## config.mk

```make
export PLATFORM = sky130hd
export DESIGN_NAME = dqsw_train_sweep_ctrl
export DESIGN_NICKNAME = d
export VERILOG_FILES = /design/src/rtl/ddr_train_pkg.sv /design/src/rtl/dqsw_lane_mux.sv /design/src/rtl/dqsw_train_sweep_ctrl.sv
export SDC_FILE = /design/constraint.sdc
export NUM_CORES = 1
export LEC_CHECK = 0
export ABC_AREA = 1
export CORE_MARGIN = 5
export CORE_UTILIZATION = 58
export DETAILED_ROUTE_END_ITERATION = 10
export GPL_ROUTABILITY_DRIVEN = 0
export PLACE_DENSITY_LB_ADDON = 0.08
export SETUP_SLACK_MARGIN = 0.15
export SLEW_MARGIN = 25
export SYNTH_ARGS = -nofsm -noshare
export SYNTH_HDL_FRONTEND = slang
export SYNTH_SLANG_ARGS = --single-unit
```

## constraint.sdc

```tcl
create_clock -name FAB_CLK -period 3.3 [get_ports FAB_CLK]
set_input_delay 0.66 -clock FAB_CLK [delete_from_list [all_inputs] [get_ports FAB_CLK]]
set_output_delay 0.66 -clock FAB_CLK [all_outputs]
set_load 0.02 [all_outputs]
```

## src/rtl/ddr_train_pkg.sv

```systemverilog
// Shared types and sizing helpers for the DDR4 PHY training controllers.
package ddr_train_pkg;

  typedef enum logic [3:0] {
    ST_IDLE,
    ST_LOAD,
    ST_CLEAR,
    ST_SETTLE,
    ST_SAMPLE,
    ST_STEP,
    ST_BACK,
    ST_BSETTLE,
    ST_NEXT,
    ST_FIN
  } train_state_e;

  typedef enum logic [1:0] {
    SC_NONE,
    SC_EARLY,
    SC_LATE
  } sample_class_e;

  // Bits needed to hold any value in 0..max_val (never less than one bit).
  function automatic int unsigned cnt_w(input int unsigned max_val);
    return (max_val < 2) ? 1 : $clog2(max_val + 1);
  endfunction

endpackage

```

## src/rtl/dqsw_lane_mux.sv

```systemverilog
// Selects the active lane's eye-monitor/range inputs and fans the shared
// load/move/clear strobes out to that lane only.
module dqsw_lane_mux
  import ddr_train_pkg::*;
#(
  parameter int unsigned NUM_LANES = 2,
  parameter int unsigned LW        = 1
) (
  input  logic [LW-1:0]        lane_i,
  input  logic [NUM_LANES-1:0] early_i,
  input  logic [NUM_LANES-1:0] late_i,
  input  logic [NUM_LANES-1:0] oor_i,
  input  logic                 load_en_i,
  input  logic                 move_en_i,
  input  logic                 clr_en_i,
  output sample_class_e        class_o,
  output logic                 oor_o,
  output logic [NUM_LANES-1:0] load_o,
  output logic [NUM_LANES-1:0] move_o,
  output logic [NUM_LANES-1:0] clr_o
);

  logic [NUM_LANES-1:0] sel;
  logic                 early;
  logic                 late;

  always_comb begin
    sel   = '0;
    early = 1'b0;
    late  = 1'b0;
    oor_o = 1'b0;
    for (int unsigned i = 0; i < NUM_LANES; i++) begin
      if (lane_i == LW'(i)) begin
        sel[i] = 1'b1;
        early  = early_i[i];
        late   = late_i[i];
        oor_o  = oor_i[i];
      end
    end
  end

  always_comb begin
    class_o = SC_NONE;
    if (early && !late) begin
      class_o = SC_EARLY;
    end else if (late && !early) begin
      class_o = SC_LATE;
    end
  end

  assign load_o = sel & {NUM_LANES{load_en_i}};
  assign move_o = sel & {NUM_LANES{move_en_i}};
  assign clr_o  = sel & {NUM_LANES{clr_en_i}};

endmodule

```

## src/rtl/dqsw_train_sweep_ctrl.sv

```systemverilog
// DQSW write-levelling sweep: per lane, step the tap up until an early->late
// transition is seen, back off a few taps, and record the tap or a fail flag.
module dqsw_train_sweep_ctrl
  import ddr_train_pkg::*;
#(
  parameter int unsigned NUM_LANES     = 2,
  parameter int unsigned TAP_W         = 8,
  parameter int unsigned MAX_TAP       = 127,
  parameter int unsigned SETTLE_CYCLES = 8,
  parameter int unsigned BACKOFF       = 4
) (
  input  logic                       FAB_CLK,
  input  logic                       RESET_N,
  input  logic                       START,
  output logic                       BUSY,
  output logic                       DONE,
  output logic [NUM_LANES-1:0]       DELAY_LINE_LOAD,
  output logic [NUM_LANES-1:0]       DELAY_LINE_MOVE,
  output logic                       DELAY_LINE_DIRECTION,
  output logic [NUM_LANES-1:0]       EYE_MONITOR_CLEAR_FLAGS,
  input  logic [NUM_LANES-1:0]       EYE_MONITOR_EARLY,
  input  logic [NUM_LANES-1:0]       EYE_MONITOR_LATE,
  input  logic [NUM_LANES-1:0]       DELAY_LINE_OUT_OF_RANGE,
  output logic [NUM_LANES*TAP_W-1:0] TAP_RESULT,
  output logic [NUM_LANES-1:0]       LANE_FAIL
);

  localparam int unsigned LW  = cnt_w(NUM_LANES - 1);
  localparam int unsigned TCW = cnt_w(MAX_TAP);
  localparam int unsigned SW  = cnt_w(SETTLE_CYCLES);
  localparam int unsigned BW  = cnt_w(BACKOFF);

  train_state_e               state_q, state_d;
  logic [LW-1:0]              lane_q, lane_d;
  logic [TCW-1:0]             tap_q, tap_d;
  logic                       seen_q, seen_d;
  logic [SW-1:0]              settle_q, settle_d;
  logic [BW-1:0]              rem_q, rem_d;
  logic [NUM_LANES*TAP_W-1:0] res_q, res_d;
  logic [NUM_LANES-1:0]       fail_q, fail_d;

  logic          load_en, move_en, clr_en;
  logic          dir;
  logic          store_res, set_fail;
  logic          edge_hit;
  sample_class_e lane_class;
  logic          lane_oor;

  dqsw_lane_mux #(
    .NUM_LANES (NUM_LANES),
    .LW        (LW)
  ) u_lane_mux (
    .lane_i    (lane_q),
    .early_i   (EYE_MONITOR_EARLY),
    .late_i    (EYE_MONITOR_LATE),
    .oor_i     (DELAY_LINE_OUT_OF_RANGE),
    // Strobes are masked while reset is asserted so an aborted sweep never
    // emits a move/load in the reset cycle itself.
    .load_en_i (load_en && RESET_N),
    .move_en_i (move_en && RESET_N),
    .clr_en_i  (clr_en && RESET_N),
    .class_o   (lane_class),
    .oor_o     (lane_oor),
    .load_o    (DELAY_LINE_LOAD),
    .move_o    (DELAY_LINE_MOVE),
    .clr_o     (EYE_MONITOR_CLEAR_FLAGS)
  );

  always_ff @(posedge FAB_CLK) begin
    if (!RESET_N) begin
      state_q  <= ST_IDLE;
      lane_q   <= '0;
      tap_q    <= '0;
      seen_q   <= 1'b0;
      settle_q <= '0;
      rem_q    <= '0;
      res_q    <= '0;
      fail_q   <= '0;
    end else begin
      state_q  <= state_d;
      lane_q   <= lane_d;
      tap_q    <= tap_d;
      seen_q   <= seen_d;
      settle_q <= settle_d;
      rem_q    <= rem_d;
      res_q    <= res_d;
      fail_q   <= fail_d;
    end
  end

  assign edge_hit = seen_q && (lane_class == SC_LATE);

  always_comb begin
    state_d   = state_q;
    lane_d    = lane_q;
    tap_d     = tap_q;
    seen_d    = seen_q;
    settle_d  = settle_q;
    rem_d     = rem_q;
    res_d     = res_q;
    fail_d    = fail_q;
    load_en   = 1'b0;
    move_en   = 1'b0;
    clr_en    = 1'b0;
    dir       = 1'b1;
    store_res = 1'b0;
    set_fail  = 1'b0;

    case (state_q)
      ST_IDLE: begin
        if (START) begin
          lane_d  = '0;
          res_d   = '0;
          fail_d  = '0;
          state_d = ST_LOAD;
        end
      end
      ST_LOAD: begin
        load_en = 1'b1;
        tap_d   = '0;
        seen_d  = 1'b0;
        state_d = ST_CLEAR;
      end
      ST_CLEAR: begin
        clr_en   = 1'b1;
        settle_d = SW'(SETTLE_CYCLES - 1);
        state_d  = ST_SETTLE;
      end
      ST_SETTLE: begin
        if (settle_q == '0) begin
          state_d = ST_SAMPLE;
        end else begin
          settle_d = settle_q - SW'(1);
        end
      end
      ST_SAMPLE: begin
        if (edge_hit) begin
          // Direction drops here so it is stable a cycle before the first back-off pulse.
          dir     = 1'b0;
          rem_d   = (32'(tap_q) < BACKOFF) ? BW'(tap_q) : BW'(BACKOFF);
          state_d = ST_BACK;
        end else if (lane_oor || (tap_q == TCW'(MAX_TAP))) begin
          set_fail  = 1'b1;
          store_res = 1'b1;
          state_d   = ST_NEXT;
        end else begin
          seen_d  = seen_q || (lane_class == SC_EARLY);
          state_d = ST_STEP;
        end
      end
      ST_STEP: begin
        move_en = 1'b1;
        tap_d   = tap_q + TCW'(1);
        state_d = ST_CLEAR;
      end
      ST_BACK: begin
        dir = 1'b0;
        if (rem_q != '0) begin
          move_en = 1'b1;
          rem_d   = rem_q - BW'(1);
          if (tap_q != '0) begin
            tap_d = tap_q - TCW'(1);
          end
          state_d = ST_BSETTLE;
        end else begin
          store_res = 1'b1;
          state_d   = ST_NEXT;
        end
      end
      ST_BSETTLE: begin
        dir     = 1'b0;
        state_d = ST_BACK;
      end
      ST_NEXT: begin
        if (lane_q == LW'(NUM_LANES - 1)) begin
          state_d = ST_FIN;
        end else begin
          lane_d  = lane_q + LW'(1);
          state_d = ST_LOAD;
        end
      end
      ST_FIN: begin
        state_d = ST_IDLE;
      end
      default: begin
        state_d = ST_IDLE;
      end
    endcase

    for (int unsigned i = 0; i < NUM_LANES; i++) begin
      if (lane_q == LW'(i)) begin
        if (store_res) begin
          res_d[i*TAP_W +: TAP_W] = TAP_W'(tap_q);
        end
        if (set_fail) begin
          fail_d[i] = 1'b1;
        end
      end
    end
  end

  assign BUSY                 = (state_q != ST_IDLE) && (state_q != ST_FIN);
  assign DONE                 = (state_q == ST_FIN);
  assign DELAY_LINE_DIRECTION = dir;
  assign TAP_RESULT           = res_q;
  assign LANE_FAIL            = fail_q;

endmodule

```

### Word level (Yosys, flattened, before mapping)

Cells that the tools add are included.

* logic and storage cells: 119
* flip-flop bits (word level): 38
* bits of input ports: 9
* output and inout port bits: 27

* add/subtract/negate cells: 5
* mux-type cells: 52
* eq/ne operators: 21
* reduce and logical (&&, ||, !) cells: 29
* bitwise gates (word level): 3
* magnitude comparators: 1

Operator list (number)
* $mux 16: 2
* $mux 8: 4
* $pmux 4 s8: 1
* $mux 4: 7
* $mux 1: 21
* $pmux 7 s3: 1
* $eq 4x3->1 const B: 4
* $ne 2x2->1 const B: 8
* $mux 7: 2
* $pmux 1 s2: 5
* $mux 3: 3
* $reduce_and 3->1: 3
* $eq 4x2->1 const B: 2
* $eq 4x4->1 const B: 2
* $logic_not 4->1: 2
* $mux 2: 4
* $pmux 4 s2: 1
* $reduce_bool 2->1: 4
* $add 7x1->7 const B: 1
* $eq 7x7->1 const B: 1
* $logic_and 1x1->1: 7
* $lt 7x3->1 const B: 1
* $reduce_bool 7->1: 1
* $sub 7x1->7 const B: 1
* other kinds (15): 23

### Logic depth before layout (Yosys ltp)

Gate-level depths: netlist of the first run.

* word-level depth: 11
* mapped depth: 15
* gate-level depth less buffers: 14

### Cells and area by module

Synthesis of the first run repeated with hierarchy kept, for this count alone.

* cells, all modules: 328
* area, all modules: 2279.7 sq um

By module, submodules not included
* dqsw_train_sweep_ctrl: cells each 293, sequential area each 760.7 sq um, instances 1, area an instance 2138.3 sq um
* dqsw_lane_mux: cells each 35, sequential area each 0.0 sq um, instances 1, area an instance 141.4 sq um

### Worst setup path before layout of the first run

Ideal clock, no wire load.

* path type: reg2out
* start: register state_q[0]
* end: output port BUSY
* setup slack: 1.268 ns
* path buffers: 0
* required time: 2.640 ns
* data arrival time: 1.372 ns
* stages on the path, launching flop included: 6
* path through: dfxtp_1 > inv_2 > nor2_1 > inv_1 > nor3_1 > nor2_1

* longest elaborated chain between the ends: 2
* elaborated cells between the ends (all ways): 3
* classes of those cells: eq/ne: 1; reduce/logical: 2

RTL lines
* start: declaration: RTL line dqsw_train_sweep_ctrl.sv:33 `train_state_e state_q, state_d;`
* start signal: assignment: RTL line dqsw_train_sweep_ctrl.sv:80 `state_q <= state_d;`
* $ne 4x4->1 / $reduce_bool 4->1 (equally long branches): RTL line dqsw_train_sweep_ctrl.sv:202 `assign BUSY = (state_q != ST_IDLE) && (state_q != ST_FIN);`
* $logic_and 1x1->1 *: RTL line dqsw_train_sweep_ctrl.sv:202
* end: declaration: RTL line dqsw_train_sweep_ctrl.sv:15 `output logic BUSY,`

Every way passes the cells marked *; elsewhere a longest branch is shown, timed or not.

### Worst setup path after layout of the first run

* start: input port RESET_N
* end: output port DELAY_LINE_LOAD[1]

* longest elaborated chain between the ends: 2

RTL lines
* start: declaration: RTL line dqsw_train_sweep_ctrl.sv:13 `input logic RESET_N,`
* $logic_and 1x1->1: RTL line dqsw_train_sweep_ctrl.sv:59 `.load_en_i (load_en && RESET_N),`
* $and 2x2->2: RTL line dqsw_lane_mux.sv:51 `assign load_o = sel & {NUM_LANES{load_en_i}};`
* end: declaration: RTL line dqsw_train_sweep_ctrl.sv:17 `output logic [NUM_LANES-1:0] DELAY_LINE_LOAD,`

No other way between the ends.

==> flow_summary.json, run 1 <==
{
  "synthDistinctLibCells": 40,
  "fin_crit_sh": 0.9133,
  "core_area_um2": 3744,
  "synth_top_area_cell": "dfxtp_1",
  "p_int_uw": 876.1,
  "critPathKind": "in2out",
  "slew_viol_final": 0,
  "antenna_found_initial": 0,
  "hold_class": "reg2reg",
  "peakVddDrop_mv": 0.4542,
  "synthTopCellsByArea": "dfxtp_1 33%, nand2_1 8.7%, nor2_1 6.4%",
  "worst_pin_slew_ns": 0.6059,
  "root_buffer": "clkbuf_8",
  "synth-edff-count": 0,
  "async_flop_share": 0,
  "synthFlopType": "dfxtp_1",
  "die_x_um": 72.68,
  "fillerInstances": 316,
  "status": "finished clean",
  "path_max_fanout": 9,
  "synth_cells": 309,
  "wl_per_cell_um": 12.92,
  "critical_path_arrival_ns": 2.35,
  "dr.pass1.iters": 4,
  "die-area_um2": 5282,
  "clock-sinks": 38,
  "crit_chain": "clkdlybuf4s50_1, clkinv_1, nor3_1, clkdlybuf4s50_1",
  "synth_nets": 323,
  "slew_headroom": 0.5951,
  "grt_max_degree": 19,
  "drtIter0Drc": 156,
  "ctsResizeCount": 0,
  "grt_first_pass_wirelength_um": 8638,
  "final_common_cell": "nand2_1",
  "crit_path_end_kind": "output pin",
  "drc_errors": 0,
  "synth-seq-cells": 38,
  "htree_levels": 2,
  "yosysSeqAreaShare": 0.3339,
  "p_leak_nw": 1.147,
  "overflow": 0,
  "die_h_um": 72.68,
  "skew_ns": 0.003833,
  "final_cell_mix": "53 x nand2_1, 39 x nor2_1, 38 x dfxtp_1",
  "final_nets": 359,
  "diodes": 0,
  "critPathLaunchType": "input port",
  "timing.final.hold_violations": 0,
  "p_seq_frac": 0.391,
  "setup_tns_ns": 0,
  "crit_path_top_delay_cell": "clkdlybuf4s50_1",
  "postRouteWirelength_um": 5091,
  "cts_buffers": 5,
  "syn_area_um2": 2278,
  "register_area_um2": 760.7,
  "grt_usage": 0.2038,
  "min_period_ns": 3.014,
  "rsz0062_at_grt": "no",
  "yosys_warnings": 0,
  "initial_core_util": 0.6086,
  "cp_common_cell": "clkdlybuf4s50_1",
  "ctsHoldBuffers": 0,
  "critPathMaxStageDelay_ns": 0.66,
  "tritoncts": "yes",
  "fmax_mhz": 331.8,
  "cp.required_ns": 2.64,
  "pwr-share-clk": 0.281,
  "synth_top_area_frac": 0.3339,
  "grt_pass1_vias": 1956,
  "clkLatencyLatePin_ns": 0.29,
  "clkTransAtPathRegs_ns": 0.07,
  "drv_cap": 0,
  "vias": 2112,
  "port_buffers": 35,
  "comb_power_share": 0.328,
  "syn_avg_cell_area_um2": 7.374,
  "rows": 22,
  "ioPinCount": 36,
  "place.detailed.hpwl_um": 3875,
  "final_cell_area_um2": 2748,
  "area_growth_syn_to_layout_pct": 20.59,
  "switching_share": 0.3582,
  "cts.path.max_buffers": 2,
  "power.density_nw_per_um2": 496.8,
  "drtAntennaViolNets": 0,
  "via_per_inst": 5.360,
  "multi_input_area_um2": 1313,
  "dpl_cell_area_um2": 2639,
  "post-cts-setup-buffer-count": 0,
  "post-route-util": 0.7340,
  "finalSetupViolCount": 0,
  "switching_power_uw": 489.1,
  "drive_gt1_frac": 0.1387
}
sequential cells by signal, summed over array words and instances (netlist names):
register / cells
lane_q: 1
LANE_FAIL: 2
TAP_RESULT: 16
tap_q: 7
state_q: 4
settle_q: 4
rem_q: 3
seen_q: 1
final timing paths:
check / to / cells after the start / startpoint / slack, ns
worst max-delay path: DELAY_LINE_LOAD[1] / 4 / RESET_N / 0.29
worst min-delay path: TAP_RESULT[4]$_SDFF_PN0_ / 2 / TAP_RESULT[4]$_SDFF_PN0_ / 0.47
worst max register to register: rem_q[1]$_SDFFE_PN0P_ / 9 / lane_q$_SDFFE_PN0P_ / 1.43
worst min register to register: TAP_RESULT[4]$_SDFF_PN0_ / 2 / TAP_RESULT[4]$_SDFF_PN0_ / 0.47
cell usage after synthesis, types with 2 or more instances:
| master | count |
|---|---|
| nand4_1 | 6 |
| o211ai_1 | 2 |
| nand3_4 | 2 |
| nor3_1 | 10 |
| nand3_1 | 19 |
| nor2_4 | 6 |
| xor2_1 | 2 |
| ha_1 | 5 |
| nand3_2 | 4 |
| a31oi_1 | 2 |
| a21oi_2 | 3 |
| o21ai_1 | 3 |
| nand2_2 | 5 |
| nand2_4 | 9 |
| nor2_1 | 39 |
| dfxtp_1 | 38 |
| buf_6 | 3 |
| a21oi_1 | 25 |
| inv_4 | 2 |
| o22ai_1 | 2 |
| o21ai_0 | 17 |
| inv_2 | 4 |
| a211oi_1 | 2 |
| inv_1 | 29 |
| nand2_1 | 53 |
| clkbuf_1 | 3 |
final cells by class:
| type | instances | share of cell area |
|---|---|---|
| Clock inverter | 3 | 0.01457 |
| Timing Repair Buffer | 37 | 0.1330 |
| Clock buffer | 5 | 0.02505 |
| Tap cell | 48 | 0.02186 |
| Multi-Input combinational cell | 227 | 0.4777 |
| Sequential cell | 38 | 0.2769 |
| Inverter | 36 | 0.05100 |
worst max-delay path: cells and delay by family:
kind / cells / cell delay [ns]
buffers and inverters: 3 / 1.48
AND/OR/NAND/NOR: 1 / 0.21
stage by stage:
step           worst slack [ns]  hold WS [ns]  power (mW)  cells
2_1_floorplan             1.268        0.4438      0.8746    309
3_3_place_gp             0.3559        0.4519      0.9823    386
3_5_place_dp             0.2977        0.4561      0.9873    386
4_1_cts                  0.2984        0.4668       1.371    394
5_1_grt                  0.1931        0.4901       1.463    394
6_report                 0.2860        0.4663       1.365    394
per-layer routing:
| metal | wire length [um] | global-route usage |
|---|---|---|
| met5 | 0 | 0 |
| met1 | 2411 | 0.2645 |
| met3 | 216 | 0.03857 |
| met4 | 79 | 0.05943 |
| met2 | 2383 | 0.3427 |
cells by family after synthesis:
logic type                 Yosys count  share of synthesized area
buffers and inverters               44                    0.09005
AOI/OAI and AO/OA                   64                     0.1724
adders and majority gates            5                    0.02746
xor gates and xnor gates             3                    0.01153
DFF                                 38                     0.3339
and+or+nand+nor                    155                     0.3646
power groups by stage:
stage / Sequential [mW] / Combinational [mW] / Clock, mW
final: 0.534 / 0.448 / 0.383
after global routing: 0.541 / 0.509 / 0.413
after CTS: 0.534 / 0.446 / 0.390
after detailed placement: 0.545 / 0.442 / 0
after global placement: 0.545 / 0.438 / 0
after floorplan: 0.543 / 0.332 / 0
(Power assumes the default switching activity.)
==> inputs of run 2 (changes only) <==
--- a/config.mk
+++ b/config.mk
@@ -9,7 +9,7 @@
 export CORE_MARGIN = 5
 export CORE_UTILIZATION = 58
 export DETAILED_ROUTE_END_ITERATION = 10
-export GPL_ROUTABILITY_DRIVEN = 0
+export GPL_ROUTABILITY_DRIVEN = 1
 export PLACE_DENSITY_LB_ADDON = 0.08
 export SETUP_SLACK_MARGIN = 0.15
 export SLEW_MARGIN = 25
==> run 2 against run 1 <==
  * Worst setup slack improved by 0.022 ns
  * Clock skew rose by 0.0057 ns
  * Sequential power hardly changed
  * Register-to-register slack lost 0.02 ns
  * Critical path type unchanged
  * Highest routed layer unchanged
==> flow_summary.json, run 2 (synthesis results as in run 1) <==
{
  "status": "finished clean",
  "cp.required_ns": 2.64,
  "skew_ns": 0.009579,
  "grt_usage": 0.2065,
  "switching_share": 0.3312,
  "worst-path-buf-inv": 3,
  "cts.path.max_buffers": 2,
  "root_buffer": "clkbuf_8",
  "drtAntennaViolNets": 0,
  "htree_levels": 2,
  "critical_path_arrival_ns": 2.33,
  "slew_viol_final": 0,
  "cp_common_cell": "clkdlybuf4s50_1",
  "tritoncts": "yes",
  "dr.pass1.iters": 4,
  "hold_class": "reg2reg",
  "clock-sinks": 38,
  "postRouteWirelength_um": 5158,
  "diodes": 0,
  "comb_power_share": 0.305,
  "crit_cells": 4,
  "path_max_fanout": 9,
  "peakVddDrop_mv": 0.5074,
  "switching_power_uw": 483.4,
  "rows": 22,
  "crit_path_end_kind": "output pin",
  "core_area_um2": 3744,
  "drtIter0Drc": 160,
  "clkTransAtPathRegs_ns": 0.07,
  "setup_tns_ns": 0,
  "critPathLaunchType": "input port",
  "ioPinCount": 36,
  "p_leak_nw": 1.160,
  "ctsResizeCount": 0,
  "gp_congestion": 0.9307,
  "hold_ws_ns": 0.4647,
  "place.detailed.hpwl_um": 3960,
  "die_h_um": 72.68,
  "grt_max_degree": 19,
  "drv_cap": 0,
  "drive_gt1_frac": 0.1387,
  "initial_core_util": 0.6086,
  "post-cts-setup-buffer-count": 0,
  "rsz0062_at_grt": "no",
  "timing.final.hold_violations": 0,
  "pwr-share-clk": 0.329,
  "slew_headroom": 0.5980,
  "crit_path_top_delay_cell": "clkdlybuf4s50_1",
  "min_period_ns": 2.992,
  "cpLargestDelayFamily": "buffers and inverters",
  "largest_reg_flops": 16,
  "p_int_uw": 976.3,
  "grt_first_pass_wirelength_um": 8928,
  "port_buffers": 35,
  "clkLatencyLatePin_ns": 0.29,
  "final_cell_mix": "53 x nand2_1, 39 x nor2_1, 38 x dfxtp_1",
  "die_x_um": 72.68,
  "area_growth_syn_to_layout_pct": 22.08,
  "final_cell_area_um2": 2781,
  "die-area_um2": 5282,
  "p_seq_frac": 0.366,
  "grt_pass1_vias": 2040,
  "fin_crit_sh": 0.9068,
  "dpl_cell_area_um2": 2639,
  "final_nets": 359,
  "min_path_cells": 2,
  "overflow": 0,
  "power.total_mw": 1.460,
  "critPathKind": "in2out",
  "fmax_mhz": 334.2,
  "crit_chain": "clkdlybuf4s50_1, clkinv_1, nor3_1, clkdlybuf4s50_1",
  "cts_buffers": 5,
  "drc_errors": 0,
  "vias": 2121,
  "via_per_inst": 5.383,
  "worst_pin_slew_ns": 0.6015,
  "ctsHoldBuffers": 0,
  "wl_per_cell_um": 13.09,
  "r2r_cells": 9,
  "power.density_nw_per_um2": 524.8,
  "critPathMaxStageDelay_ns": 0.67,
  "antenna_found_initial": 0,
  "finalSetupViolCount": 0,
  "final_common_cell": "nand2_1"
}
run 2: tightest hold or removal path: cells and delay by family (launching register included):
kind	cells	cell delay, ns
AOI/OAI and AO/OA	1	0.06
DFF	1	0.31
and+or+nand+nor	1	0.06
run 2: area by class of cell:
| cell class | count | area, um^2 |
|---|---|---|
| multi-input combinational | 227 | 1313 |
| fill | 312 | 962.2 |
| sequential | 38 | 760.7 |
| timing repair buffer | 37 | 365.4 |
| inverter | 36 | 140.1 |
| clock buffer | 6 | 82.58 |
| clock inverter | 2 | 60.06 |
| tap | 48 | 60.06 |
run 2: metal layers:
layer	global-route usage	vias up	share of wire
met4	0.05943	0	0.013
li1	-	1105	-
met1	0.2701	935	0.44
met3	0.03857	8	0.067
met2	0.3457	73	0.48
met5	0	-	0
run 2: power groups by stage:
stage,Sequential (mW),Clock [mW],Combinational (mW)
after floorplan,0.543,0,0.332
after global placement,0.545,0,0.438
after detailed placement,0.545,0,0.445
after CTS,0.535,0.484,0.447
after global routing,0.543,0.504,0.508
final,0.535,0.480,0.445
run 2: path summary, 6_finish.rpt:
check,endpoint,slack (ns),startpoint
worst max-delay path,DELAY_LINE_LOAD[1],0.31,RESET_N
worst min-delay path,TAP_RESULT[6]$_SDFF_PN0_,0.46,TAP_RESULT[6]$_SDFF_PN0_
worst max register to register,rem_q[2]$_SDFFE_PN0P_,1.41,lane_q$_SDFFE_PN0P_
worst min register to register,TAP_RESULT[6]$_SDFF_PN0_,0.46,TAP_RESULT[6]$_SDFF_PN0_
run 2: stage by stage:
| stage | cells | setup WS [ns] | utilization |
|---|---|---|---|
| 5_1_grt | 394 | 0.2266 | 0.7430 |
| 3_5_place_dp | 386 | 0.3206 | 0.7049 |
| 2_1_floorplan | 309 | 1.268 | - |
| 6_report | 394 | 0.3075 | 0.7430 |
| 3_3_place_gp | 386 | 0.3567 | 0.7049 |
| 4_1_cts | 394 | 0.2972 | 0.7430 |
==> inputs of run 3 (changes only) <==
--- a/config.mk
+++ b/config.mk
@@ -11,8 +11,9 @@
 export DETAILED_ROUTE_END_ITERATION = 10
 export GPL_ROUTABILITY_DRIVEN = 1
 export PLACE_DENSITY_LB_ADDON = 0.08
+export REMOVE_ABC_BUFFERS = 1
 export SETUP_SLACK_MARGIN = 0.15
-export SLEW_MARGIN = 25
+export SLEW_MARGIN = 20
 export SYNTH_ARGS = -nofsm -noshare
 export SYNTH_HDL_FRONTEND = slang
 export SYNTH_SLANG_ARGS = --single-unit
==> run 3 against run 2 <==
  * Count of clock-buffer cells in the layout shrank 1
  * Sequential share of layout area grew 0.34 points
  * Sequential cell count stayed put
  * Fmax decreased by 0.18%
  * Critical path depth unchanged
  * Combinational power about the same
  * Final area is 1.2% lower
  * Global-route usage grew 0.22 points
  * Non-clock buffer count did not move
  * Utilization down 0.90 points
  * Worst setup slack got worse by 0.0055 ns
  * Largest cell class unchanged
==> flow_summary.json, run 3 (synthesis results as in run 1) <==
{
  "diodes": 0,
  "fin_ws_ns": 0.3020,
  "final_common_cell": "nand2_1",
  "ctsResizeCount": 0,
  "grt_usage": 0.2086,
  "tritoncts": "yes",
  "grt_pass1_vias": 1980,
  "place.detailed.hpwl_um": 3985,
  "pwr-share-clk": 0.282,
  "overflow": 0,
  "path_max_fanout": 6,
  "ctsHoldBuffers": 0,
  "slew_headroom": 0.5962,
  "rows": 22,
  "gp_congestion": 0.9594,
  "rsz0062_at_grt": "no",
  "largest_reg_flops": 16,
  "slew_viol_final": 0,
  "cp.required_ns": 2.64,
  "p_leak_nw": 1.147,
  "power.density_nw_per_um2": 498.8,
  "via_per_inst": 5.444,
  "htree_levels": 2,
  "cts_buffers": 5,
  "port_buffers": 35,
  "die_h_um": 72.68,
  "regToRegStartpoint": "lane_q$_SDFFE_PN0P_",
  "post-cts-setup-buffer-count": 0,
  "cts.path.max_buffers": 2,
  "setup_tns_ns": 0,
  "crit_path_end_kind": "output pin",
  "rrSetupSlack_ns": 1.39,
  "root_buffer": "clkbuf_8",
  "vias": 2145,
  "finalSetupViolCount": 0,
  "dr.pass1.iters": 4,
  "final_cell_mix": "53 x nand2_1, 39 x nor2_1, 38 x dfxtp_1",
  "placed_cells": 386,
  "fillerInstances": 332,
  "final_nets": 359,
  "switching_share": 0.3608,
  "skew_ns": 0.008854,
  "critPathKind": "in2out",
  "clkLatencyLatePin_ns": 0.29,
  "p_seq_frac": 0.392,
  "cp-startpoint": "RESET_N",
  "drv_cap": 0,
  "ioPinCount": 36,
  "fmax_mhz": 333.6,
  "postRouteWirelength_um": 5243,
  "critical_path_arrival_ns": 2.34,
  "die_x_um": 72.68,
  "post-route-util": 0.7340,
  "drc_errors": 0,
  "switching_power_uw": 494.4,
  "clkTransAtPathRegs_ns": 0.08,
  "timing.final.hold_violations": 0,
  "worst_pin_slew_ns": 0.6042,
  "register_area_um2": 760.7,
  "clock-sinks": 38,
  "p_int_uw": 876.1,
  "fin_crit_sh": 0.9085,
  "hp-start": "TAP_RESULT[2]$_SDFF_PN0_",
  "comb_power_share": 0.326,
  "initial_core_util": 0.6086,
  "instances_no_fill": 394,
  "die-area_um2": 5282,
  "pre_cts_slack_ns": 0.3002,
  "antenna_found_initial": 0,
  "grt_first_pass_wirelength_um": 8769,
  "drive_gt1_frac": 0.1387,
  "hold_ws_ns": 0.4647,
  "status": "finished clean",
  "min_period_ns": 2.998,
  "peakVddDrop_mv": 0.3944,
  "area_growth_syn_to_layout_pct": 20.59,
  "core_area_um2": 3744,
  "grt_max_degree": 20,
  "wl_per_cell_um": 13.31,
  "drtAntennaViolNets": 0,
  "multi_input_area_um2": 1313,
  "hold_class": "reg2reg",
  "drtIter0Drc": 162,
  "critPathLaunchType": "input port"
}
run 3: metrics by stage:
step | total power, mW | cell area, um^2
detailed placement | 0.9911 | 2639
CTS | 1.377 | 2748
finish | 1.370 | 2748
global placement | 0.9825 | 2639
global route | 1.458 | 2748
floorplan | 0.8651 | 2213
run 3: final timing paths:
| check | cells past startpoint | to |
|---|---|---|
| max | 4 | DELAY_LINE_LOAD[0] |
| min | 2 | TAP_RESULT[2]$_SDFF_PN0_ |
| max reg2reg | 9 | rem_q[2]$_SDFFE_PN0P_ |
| min reg2reg | 2 | TAP_RESULT[2]$_SDFF_PN0_ |
run 3: power by group through the flow:
stage / combinational (mW) / sequential (mW) / clock, mW
finish: 0.446 / 0.538 / 0.387
global route: 0.499 / 0.544 / 0.415
CTS: 0.444 / 0.537 / 0.396
detailed placement: 0.444 / 0.548 / 0
global placement: 0.438 / 0.544 / 0
floorplan: 0.322 / 0.543 / 0
run 3: cell type report:
class                      count  share of cell area
clock buffer                   5             0.02505
clock inverter                 3             0.01457
inverter                      36             0.05100
multi-input combinational    227              0.4777
sequential                    38              0.2769
tap                           48             0.02186
timing repair buffer          37              0.1330
run 3: worst max-delay path, stage by stage:
cell and delay (ns):
clkdlybuf4s50_1 0.62, clkinv_1 0.22, nor3_1 0.20, clkdlybuf4s50_1 0.63
run 3: per-layer routing:
layer  wire length, um  track usage  up-vias  share of wire
met1              2402       0.2786      964           0.46
met4                75      0.08197        0          0.014
met2              2449       0.3317       70           0.47
met5                 0            0        -              0
li1                  -            -     1105              -
met3               316      0.03857        6          0.060
